===== config.mk =====
export PLATFORM = sky130hd
export DESIGN_NAME = hood_key_conditioner
export DESIGN_NICKNAME = d
export VERILOG_FILES = /design/src/rtl/hood_pkg.sv /design/src/rtl/key_debounce.sv /design/src/rtl/hood_key_conditioner.sv
export SDC_FILE = /design/constraint.sdc
export NUM_CORES = 1
export LEC_CHECK = 0
export ABC_AREA = 1
export BUFFER_PORTS_ARGS = -buffer_cell sky130_fd_sc_hd__clkbuf_2
export CELL_PAD_IN_SITES_DETAIL_PLACEMENT = 0
export CELL_PAD_IN_SITES_GLOBAL_PLACEMENT = 1
export CORE_ASPECT_RATIO = 1.1
export CORE_MARGIN = 8
export CORE_UTILIZATION = 40
export DETAILED_ROUTE_END_ITERATION = 8
export PLACE_DENSITY_LB_ADDON = 0.05
export SLEW_MARGIN = 20
export SYNTH_ARGS = -nofsm -noshare
export SYNTH_HDL_FRONTEND = slang
export SYNTH_HIERARCHICAL = 1
export SYNTH_SLANG_ARGS = --single-unit

===== constraint.sdc =====
create_clock -name clk -period 1.75 [get_ports clk]
set_input_delay 0.35 -clock clk [delete_from_list [all_inputs] [get_ports clk]]
set_output_delay 0.35 -clock clk [all_outputs]
set_load 0.02 [all_outputs]

===== src/rtl/hood_pkg.sv =====
// hood_pkg: key indices, default timing constants and the press-event priority
// arbiter shared by the key conditioner and the hood controller.
package hood_pkg;

  localparam int KEY_POWER  = 0;
  localparam int KEY_MENU   = 1;
  localparam int KEY_SPEED1 = 2;
  localparam int KEY_SPEED2 = 3;
  localparam int KEY_SPEED3 = 4;
  localparam int KEY_CLEAN  = 5;
  localparam int NUM_KEYS   = 6;

  localparam int DEFAULT_DEBOUNCE_TIME   = 1_000_000;
  localparam int DEFAULT_LONG_PRESS_TIME = 300_000_000;

  typedef enum logic [2:0] {
    CMD_NONE   = 3'd0,
    CMD_POWER  = 3'd1,
    CMD_MENU   = 3'd2,
    CMD_CLEAN  = 3'd3,
    CMD_SPEED3 = 3'd4,
    CMD_SPEED2 = 3'd5,
    CMD_SPEED1 = 3'd6
  } cmd_e;

  // Fixed priority: losers in the same cycle are simply dropped.
  function automatic cmd_e arbitrate(input logic [NUM_KEYS-1:0] press);
    cmd_e cmd;
    if (press[KEY_POWER])       cmd = CMD_POWER;
    else if (press[KEY_MENU])   cmd = CMD_MENU;
    else if (press[KEY_CLEAN])  cmd = CMD_CLEAN;
    else if (press[KEY_SPEED3]) cmd = CMD_SPEED3;
    else if (press[KEY_SPEED2]) cmd = CMD_SPEED2;
    else if (press[KEY_SPEED1]) cmd = CMD_SPEED1;
    else                        cmd = CMD_NONE;
    return cmd;
  endfunction

endpackage


===== src/rtl/key_debounce.sv =====
// key_debounce: 2-flop synchroniser plus all-or-nothing debounce for one raw key;
// emits the stable level and a one-cycle pulse on each accepted 0->1 change.
module key_debounce
  import hood_pkg::*;
#(
  parameter int DEBOUNCE_TIME = DEFAULT_DEBOUNCE_TIME
) (
  input  logic clk,
  input  logic rst,
  input  logic i_raw,
  output logic o_level,
  output logic o_press
);

  localparam int CNT_W = $clog2(DEBOUNCE_TIME + 1);
  localparam logic [CNT_W-1:0] CNT_FLIP = CNT_W'(DEBOUNCE_TIME);

  logic             r_sync1;
  logic             r_sync2;
  logic             r_stable;
  logic             r_press;
  logic [CNT_W-1:0] r_cnt;

  // Any bounce back to the stable value discards the accumulated count.
  always_ff @(posedge clk or negedge rst) begin
    if (!rst) begin
      r_sync1  <= 1'b0;
      r_sync2  <= 1'b0;
      r_stable <= 1'b0;
      r_press  <= 1'b0;
      r_cnt    <= '0;
    end else begin
      r_sync1 <= i_raw;
      r_sync2 <= r_sync1;
      r_press <= 1'b0;
      if (r_sync2 == r_stable) begin
        r_cnt <= '0;
      end else if (r_cnt >= CNT_FLIP) begin
        r_stable <= r_sync2;
        r_press  <= r_sync2;
        r_cnt    <= '0;
      end else begin
        r_cnt <= r_cnt + CNT_W'(1);
      end
    end
  end

  assign o_level = r_stable;
  assign o_press = r_press;

endmodule


===== src/rtl/hood_key_conditioner.sv =====
// hood_key_conditioner: debounces the six panel keys, arbitrates press events and
// drives power_status plus one-cycle command strobes. Macro: HOOD_LONG_PRESS_POWER_OFF_EN.
module hood_key_conditioner
  import hood_pkg::*;
#(
  parameter int DEBOUNCE_TIME   = DEFAULT_DEBOUNCE_TIME,
  parameter int LONG_PRESS_TIME = DEFAULT_LONG_PRESS_TIME
) (
  input  logic                clk,
  input  logic                rst,
  input  logic                btn_power,
  input  logic                btn_menu,
  input  logic                btn_speed1,
  input  logic                btn_speed2,
  input  logic                btn_speed3,
  input  logic                btn_clean,
  output logic                power_status,
  output logic                menu,
  output logic                speed1,
  output logic                speed2,
  output logic                speed3,
  output logic                clean,
  output logic [NUM_KEYS-1:0] key_level
);

  logic [NUM_KEYS-1:0] w_raw;
  logic [NUM_KEYS-1:0] w_level;
  logic [NUM_KEYS-1:0] w_press;
  cmd_e                w_cmd;
  logic                w_power_next;
  logic                r_power;
  logic                r_menu;
  logic                r_speed1;
  logic                r_speed2;
  logic                r_speed3;
  logic                r_clean;

  if (DEBOUNCE_TIME < 1 || LONG_PRESS_TIME < 1) begin : g_param_check
    $error("hood_key_conditioner: timing parameters must be positive");
  end

  assign w_raw = {btn_clean, btn_speed3, btn_speed2, btn_speed1, btn_menu, btn_power};

  for (genvar g = 0; g < NUM_KEYS; g++) begin : g_key
    key_debounce #(
      .DEBOUNCE_TIME(DEBOUNCE_TIME)
    ) u_key_debounce (
      .clk    (clk),
      .rst    (rst),
      .i_raw  (w_raw[g]),
      .o_level(w_level[g]),
      .o_press(w_press[g])
    );
  end

  assign w_cmd = arbitrate(w_press);

`ifdef HOOD_LONG_PRESS_POWER_OFF_EN
  localparam int HOLD_W = $clog2(LONG_PRESS_TIME + 1);
  localparam logic [HOLD_W-1:0] HOLD_MAX = HOLD_W'(LONG_PRESS_TIME);

  logic [HOLD_W-1:0] r_hold;
  logic              r_hold_en;

  // The hold timer runs only for a press that began while already powered.
  always_ff @(posedge clk or negedge rst) begin
    if (!rst) begin
      r_hold    <= '0;
      r_hold_en <= 1'b0;
    end else if (!w_level[KEY_POWER]) begin
      r_hold    <= '0;
      r_hold_en <= 1'b0;
    end else if ((w_press[KEY_POWER] && r_power) || r_hold_en) begin
      r_hold_en <= 1'b1;
      if (r_hold != HOLD_MAX) r_hold <= r_hold + HOLD_W'(1);
    end
  end

  always_comb begin
    w_power_next = r_power;
    if (w_cmd == CMD_POWER && !r_power) begin
      w_power_next = 1'b1;
    end else if (r_hold_en && r_hold == HOLD_MAX) begin
      w_power_next = 1'b0;
    end else begin
      w_power_next = r_power;
    end
  end
`else
  always_comb begin
    w_power_next = r_power;
    if (w_cmd == CMD_POWER) begin
      w_power_next = ~r_power;
    end else begin
      w_power_next = r_power;
    end
  end
`endif

  // Strobes are gated by the power level held before this cycle's update.
  always_ff @(posedge clk or negedge rst) begin
    if (!rst) begin
      r_power  <= 1'b0;
      r_menu   <= 1'b0;
      r_speed1 <= 1'b0;
      r_speed2 <= 1'b0;
      r_speed3 <= 1'b0;
      r_clean  <= 1'b0;
    end else begin
      r_power  <= w_power_next;
      r_menu   <= r_power && (w_cmd == CMD_MENU);
      r_speed1 <= r_power && (w_cmd == CMD_SPEED1);
      r_speed2 <= r_power && (w_cmd == CMD_SPEED2);
      r_speed3 <= r_power && (w_cmd == CMD_SPEED3);
      r_clean  <= r_power && (w_cmd == CMD_CLEAN);
    end
  end

  assign power_status = r_power;
  assign menu         = r_menu;
  assign speed1       = r_speed1;
  assign speed2       = r_speed2;
  assign speed3       = r_speed3;
  assign clean        = r_clean;
  assign key_level    = w_level;

endmodule

; After elaboration in Yosys (flattened, before gate mapping)
; Cells that the tools add are included.
[classes]
n_eq_ne = 12
n_mux = 30
magnitude_cmp = 6
reduce_logical = 11
bitwise_logic = 7
addsub = 6
[op_table]
columns = operator, count
row1 = $mux W20, 12
row2 = $add A20 B1 Y20 const B, 6
row3 = $ge A20 B20 Y1 const B, 6
row4 = $mux W3, 6
row5 = $mux W1, 12
row6 = $reduce_and A2 Y1, 6
row7 = $eq A3 B3 Y1 const B, 3
row8 = $not A1 Y1, 7
row9 = $eq A1 B1 Y1, 6
row10 = $eq A3 B2 Y1 const B, 2
row11 = $logic_and A1 B1 Y1, 5
row12 = $eq A3 B1 Y1 const B, 1
[word_totals]
reg_bits = 150
out_inout_bits = 12
input_bits = 8

; Depth between registers and ports, before layout
; Gate-level depths: netlist of the first run.
[depth]
ltp_word = 8
ltp_mapped = 9

; Hierarchy
; The synthesis of the first run kept the hierarchy.
[modules_own_cells]
columns = mod, seq_area_each_um2, area_each_um2, cells_per_inst, instances
row1 = key_debounce, 600.6, 1272.5, 159, 6
row2 = hood_key_conditioner, 150.1, 290.3, 34, 1

; Least setup slack after synthesis of the first run
; OpenSTA, ideal clock, no wires.
[synth_path]
path_type = flip-flop to flip-flop
start = register g_key[0].u_key_debounce.r_cnt[0]
end = register g_key[0].u_key_debounce.r_cnt[10]
required_time_ns = 1.629
path_stages_with_launch = 8
path_slack_ns = 0.498
arrival_time_ns = 1.131
path_cell_list = dfrtp_1 > ha_1 > nand2_1 > nor2_1 > nand2_1 > nor2_4 > xor2_1 > nor2_1
[synth_between]
elab_chain_cells = 3
word_cells_on_any_way = 4
classes_between = add/sub (1) / order compare (1) / mux (2)
[synth_lines]
columns = item, line
row1 = from (decl), key_debounce.sv:22  ; logic [CNT_W-1:0] r_cnt;
row2 = from (signal assigned), key_debounce.sv:43  ; r_cnt <= r_cnt + CNT_W'(1);
row3 = $add A20 B1 Y20 / $ge A20 B20 Y1 (equally long branches), "key_debounce.sv:43, key_debounce.sv:38"
row4 = $mux W20 (*), key_debounce.sv:38  ; end else if (r_cnt >= CNT_FLIP) begin
row5 = $mux W20 (*), key_debounce.sv:36  ; if (r_sync2 == r_stable) begin
; Every way passes the cells marked *; elsewhere a longest branch is shown, timed or not.
; A chain may end at the register's enable or synchronous reset.

; Worst setup path in the final report of the first run
[layout_path]
start = register g_key[4].u_key_debounce.r_stable
end = output key_level[4]
[layout_lines]
columns = item, line
row1 = from (decl), key_debounce.sv:20  ; logic r_stable;
row2 = from (signal assigned), key_debounce.sv:39  ; r_stable <= r_sync2;
row3 = to (decl), hood_key_conditioner.sv:23  ; output logic [NUM_KEYS-1:0] key_level
; No word-level cell between the ends.

==> flow_summary_export.csv, run 1 <==
group,metric,value,unit
synth,synth_commonest_cells,"243 x nand2_1, 209 x nor2_1, 150 x dfrtp_1, 105 x inv_1, 61 x xor2_1",
timing,relSlewSlack,71.53,%
placement,preCtsSetupSlack,0.3127,ns
critical_path,r2r_start,"g_key[2].u_key_debounce/r_cnt[0]",
placement,dp_hpwl,11350,um
critical_path,worst_setup_path_end_kind,"output port",
clocking,cts_sinks,150,
clocking,cts_root_buffer,"clkbuf_16",
synth,yosys.cell_types.count,24,
hold_path,hp-class,"in -> reg",
global_route,grt_pass1_vias,6163,
critical_path,cp.arrival,1.11,ns
synth,synthCells,988,
timing,hold_viol,0,
synth,synth_nets,1008,
timing,worst_pin_slew,0.4270,ns
final_layout,nFillCells,2047,
clocking,cts_buffers,17,
synth,synth_edf_count,0,
final_layout,fin_cells,1291,
floorplanning,die_area,0.02458,mm^2
synth,synthArstFlopShare,100.0,%
clocking,clk_latency,0.42,ns
critical_path,critical_path_required,1.40,ns
critical_path,startpoint_type,"flip-flop",
clocking,cts_tree,"done",
timing,hold_slack,0.03462,ns
timing,rsz0062_at_grt,"false",
floorplanning,die_h,163.6,um
synth,synth_area_leaders,"dfrtp_1 47%, nand2_1 12%, nor2_1 9.9%, xor2_1 6.7%, inv_1 5.0%",
detailed_routing,drtIter0Drc,171,
detailed_routing,routed_wl,15630,um
floorplanning,start_util,40.31,%
synth,synth_seq_area_share,47.36,%
synth,syn_area_per_cell,8.021,um^2
synth,synth_top_area_share,47.36,%
floorplanning,io-pin-count,20,
floorplanning,rows,54,
global_route,grt_pass1_wl,28590,um
power,p_per_area,827.2,mW/mm^2
timing,skew,0.007031,ns
flow_run,max_cap_viol_count,0,
global_route,antenna_found_initial,0,
critical_path,cp_max_fo,3,
final_layout,area_delta_synth_final,12.87,%
placement,portBuffers,19,
final_layout,fin_nets,1046,
final_layout,antennaDiodeCount,0,
placement,dp_cells,1258,
clocking,htree_levels,4,
timing,fin_setup_tns,0,ns
floorplanning,core,0.01966,mm^2
timing,fmax,0.6834,GHz
global_route,grt_max_degree,40,
detailed_routing,antenna_left,0,
critical_path,reg2reg_depth,7,
clocking,clkTransAtPathRegs,0.06,ns
clocking,cts_setup_buffers,0,
global_route,overflow,0,
placement,gp_congestion,0.7698,
detailed_routing,route.detailed.drc,0,
power,ir_drop,641.4,uV
timing,finalCritPeriodShare,83.61,%
timing,maxSlewViolCount,0,
detailed_routing,wl_per_cell,12.11,um
critical_path,timing.rr.end,"g_key[2].u_key_debounce/r_cnt[10]",
critical_path,rrSetupSlack,0.31,ns
global_route,track_usage,14.30,%
power,total_power,7.399,mW
floorplanning,die_x,150.2,um
power,power_leakage,3.861,nW
timing,setup_viol,0,
synth,netlist_area,0.007925,mm^2
outcome,status,"finished clean",
synth,ys_warn_count,6,
clocking,clockBufferDepth,2,
synth,synth_flop_cell,"dfrtp_1",
detailed_routing,vias,5869,
timing,finalCriticalPeriod,1.463,ns
detailed_routing,via_per_inst,4.546,
synth,yosysMostFrequentCell,"nand2_1",
detailed_routing,drt_pass1_iterations,4,
synth,yosysTopAreaCell,"dfrtp_1",
synth,ys_seq_elements,150,
critical_path,crit_path_start,"g_key[4].u_key_debounce/o_level",
timing,worst_slack,0.2868,ns
critical_path,endpoint,"key_level[4]",
critical_path,critPathKind,"reg -> out",
final_layout,drive_above_1_share,11.84,%
[layout by cell type (no fill, tap or decap), types with 14 or more instances in the layout]
cell type / instances
nand2_2: 14
clkbuf_2: 18
xor2_1: 61
nand3_1: 49
nor2_1: 209
inv_1: 105
nand4_1: 18
clkbuf_16: 17
nor3_1: 24
nor2_2: 32
dfrtp_1: 150
nand2_1: 243
[worst min path at each step]
stage              from                          endpoint  slack, ns  depth (start not counted)
4_1_cts        btn_menu   g_key[1].u_key_debounce/r_sync1       0.01                          1
2_1_floorplan       rst                             clean       0.05                          0
3_3_place_gp        rst  g_key[2].u_key_debounce/r_cnt[1]       0.30                          1
5_1_grt        btn_menu   g_key[1].u_key_debounce/r_sync1       0.02                          1
3_5_place_dp        rst  g_key[2].u_key_debounce/r_cnt[1]       0.31                          1
6_report       btn_menu   g_key[1].u_key_debounce/r_sync1       0.03                          1
[cell type report]
class                           instances  area, um^2  area share [%]
Sequential cell                       150        3754           41.96
Multi-Input combinational cell        725        3702           41.39
Clock buffer                           20       456.7           5.106
Inverter                              107       401.6           4.490
Tap cell                              252       315.3           3.525
Timing Repair Buffer                   25       186.4           2.084
Clock inverter                         12       128.9           1.441
[metal layers]
layer | up-vias | wire length, um | track usage, %
met3 | 16 | 379 | 2.826
met2 | 40 | 7163 | 22.99
met4 | 0 | 223 | 5.139
li1 | 3141 | - | -
met1 | 2672 | 7863 | 18.78
met5 | - | 0 | 0
[critical path: stages (launching register included)]
cell and delay (ns):
dfrtp_1 0.39, buf_4 0.15, clkbuf_2 0.15
[through the flow]
stage | cell area (um^2) | utilization [%]
after floorplan | 7925 | -
after global placement | 8349 | 42.47
after detailed placement | 8349 | 42.47
after CTS | 8945 | 45.49
after global routing | 8945 | 45.49
final | 8945 | 45.49
[registers in the layout (all words and copies together), names as in the netlist, 6 cells and up]
| name | flops |
|---|---|
| g_key.u_key_debounce/r_cnt | 120 |
| g_key.u_key_debounce/r_sync1 | 6 |
| g_key.u_key_debounce/o_level | 6 |
| g_key.u_key_debounce/o_press | 6 |
| g_key.u_key_debounce/r_sync2 | 6 |
[power breakdown]
| group | switching, mW | internal (mW) |
|---|---|---|
| logic | 0.163 | 0.0641 |
| clock network | 1.45 | 2.17 |
| registers | 0.0415 | 3.52 |
| total | 1.65 | 5.75 |
[kinds of logic (layout without fill, tap and decap cells)]
group	Yosys count	in the layout	synth area share [%]
simple gates	616	616	34.95
flops	150	150	47.36
buf+inv	113	164	5.920
xor+xnor	73	73	8.068
compound gates	24	24	1.800
fa+ha+maj	12	12	1.894
[timing repair]
item / CTS / global route
hold buffers: 1 / 0
hold endpoints to repair: 35 / 0
gates resized for setup: 0 / 0
No activity file was read; power rests on OpenSTA's default activity.
==> inputs of run 2 (changes only) <==
clock period = 1.5 ns   (was 1.75 ns; I/O delays follow)
==> flow_summary_export.csv, run 2 (synthesis gave the netlist of run 1 again) <==
group,metric,value,unit
outcome,status,"finished clean",
timing,fin_setup_tns,0,ns
floorplanning,core,0.01966,mm^2
power,power_frac_seq,45.5,%
hold_path,hp-class,"reg -> reg",
critical_path,crit_path_max_incr_delay,0.38,ns
final_layout,antennaDiodeCount,0,
global_route,grt_pass1_vias,6114,
critical_path,startpoint_type,"flip-flop",
detailed_routing,drt_pass1_iterations,5,
final_layout,fin_cells,1335,
global_route,antenna_found_initial,0,
floorplanning,start_util,40.31,%
critical_path,path_cells,"buf_4 > clkbuf_2",
global_route,grt_pass1_wl,28570,um
clocking,cts_root_buffer,"clkbuf_16",
timing,relSlewSlack,69.79,%
final_layout,largest-register,"g_key.u_key_debounce/r_cnt",
floorplanning,die_x,150.2,um
floorplanning,die_h,163.6,um
floorplanning,io-pin-count,20,
power,netSwitchingPower,1.875,mW
final_layout,largest_reg_flops,120,
clocking,cts_tree,"done",
power,internal_power,7.248,mW
final_layout,fin_nets,1092,
floorplanning,die_area,0.02458,mm^2
timing,finalCritPeriodShare,93.56,%
power,p_per_area,961.4,mW/mm^2
timing,setup_viol,0,
timing,fmax,0.7125,GHz
critical_path,critPathKind,"reg -> out",
final_layout,layout_common_cells,"231 x nand2_1, 204 x nor2_1, 150 x dfrtp_1, 105 x inv_1, 59 x xor2_1",
power,clkPwrFrac,50.7,%
floorplanning,rows,54,
flow_run,max_cap_viol_count,0,
critical_path,cp_max_fo,3,
detailed_routing,route.detailed.drc,0,
timing,maxSlewViolCount,0,
global_route,grt_max_degree,39,
global_route,overflow,0,
critical_path,crit_family,"flip-flops",
critical_path,worst_setup_path_end_kind,"output port",
clocking,clk_latency,0.41,ns
power,comb_power_share,3.8,%
detailed_routing,via_per_inst,4.563,
placement,placed_cell_area,0.008542,mm^2
placement,portBuffers,19,
placement,dp_hpwl,11770,um
critical_path,critical_path_required,1.20,ns
placement,gp_congestion,0.7878,
timing,hold_viol,0,
clocking,clkTransAtPathRegs,0.06,ns
detailed_routing,vias,6092,
detailed_routing,drtIter0Drc,140,
timing,finalCriticalPeriod,1.403,ns
critical_path,cp_slowest_cell,"dfrtp_1",
timing,worst_pin_slew,0.4516,ns
detailed_routing,wl_per_cell,12.61,um
power,ir_drop,776.8,uV
placement,dp_cells,1282,
detailed_routing,antenna_left,0,
final_layout,area_delta_synth_final,19.73,%
critical_path,crit_buf_inv,2,
timing,hold_slack,0.3463,ns
clocking,cts_sinks,150,
final_layout,final_common_cell,"nand2_1",
final_layout,drive_above_1_share,17.27,%
power,power_leakage,4.168,nW
timing,rsz0062_at_grt,"true",
clocking,htree_levels,4,
detailed_routing,routed_wl,16840,um
global_route,track_usage,14.35,%
final_layout,final_cell_area,0.009489,mm^2
clocking,clockBufferDepth,2,
power,swShare,20.55,%
timing,skew,0.009093,ns
critical_path,cp.arrival,1.10,ns
clocking,cts_buffers,17,
==> run 2: stage by stage <==
stage,power (mW),setup WS (ns),util (%)
after floorplan,4.357,0.2484,-
after global placement,4.503,0.05490,43.45
after detailed placement,4.506,0.07530,43.45
after CTS,9.242,0.04986,47.03
after global routing,9.515,-0.03701,48.26
final,9.123,0.09655,48.26
==> run 2: metal layers <==
layer  vias to the layer above  GRT usage, %  part of all wire (%)
li1                       3223             -                     -
met1                      2788         18.57                    48
met2                        58         23.22                    47
met3                        23         2.965                   2.6
met4                         0         5.366                   1.7
met5                         -             0                     0
==> run 2: area by class of cell <==
cell class,instances,area [um^2]
clock buffers,21,460.4
clock inverters,9,175.2
fillers,1914,10170
inverters,107,401.6
multi-input cells,728,3846
flip-flops and latches,150,3754
well taps,252,315.3
repair buffers,68,536.8
==> run 2: power by group through the flow <==
stage / combinational [mW] / sequential, mW / clock, mW
finish: 0.343 / 4.15 / 4.63
global route: 0.397 / 4.16 / 4.96
CTS: 0.298 / 4.15 / 4.80
detailed placement: 0.284 / 4.22 / 0
global placement: 0.281 / 4.22 / 0
floorplan: 0.144 / 4.21 / 0
==> run 2: final timing paths <==
| path | slack, ns | startpoint | cells after the start | endpoint |
|---|---|---|---|---|
| max | 0.1 | g_key[4].u_key_debounce/o_level | 2 | key_level[4] |
| min reg2reg | 0.35 | g_key[2].u_key_debounce/r_sync1 | 0 | g_key[2].u_key_debounce/r_sync2 |
| min in group asynchronous | 0.36 | rst | 2 | g_key[2].u_key_debounce/r_cnt[7] |
| max reg2reg | 0.11 | g_key[3].u_key_debounce/r_cnt[0] | 7 | g_key[3].u_key_debounce/r_cnt[16] |
| max in group asynchronous | 0.60 | rst | 3 | clean |
| min | 0.35 | g_key[2].u_key_debounce/r_sync1 | 0 | g_key[2].u_key_debounce/r_sync2 |
==> run 2: what timing repair did <==
action	CTS	global route
hold buffers	7	0
setup buffers	0	13
endpoints found under the hold margin	35	0
endpoints found under the setup margin	0	30
gates resized for setup	0	32
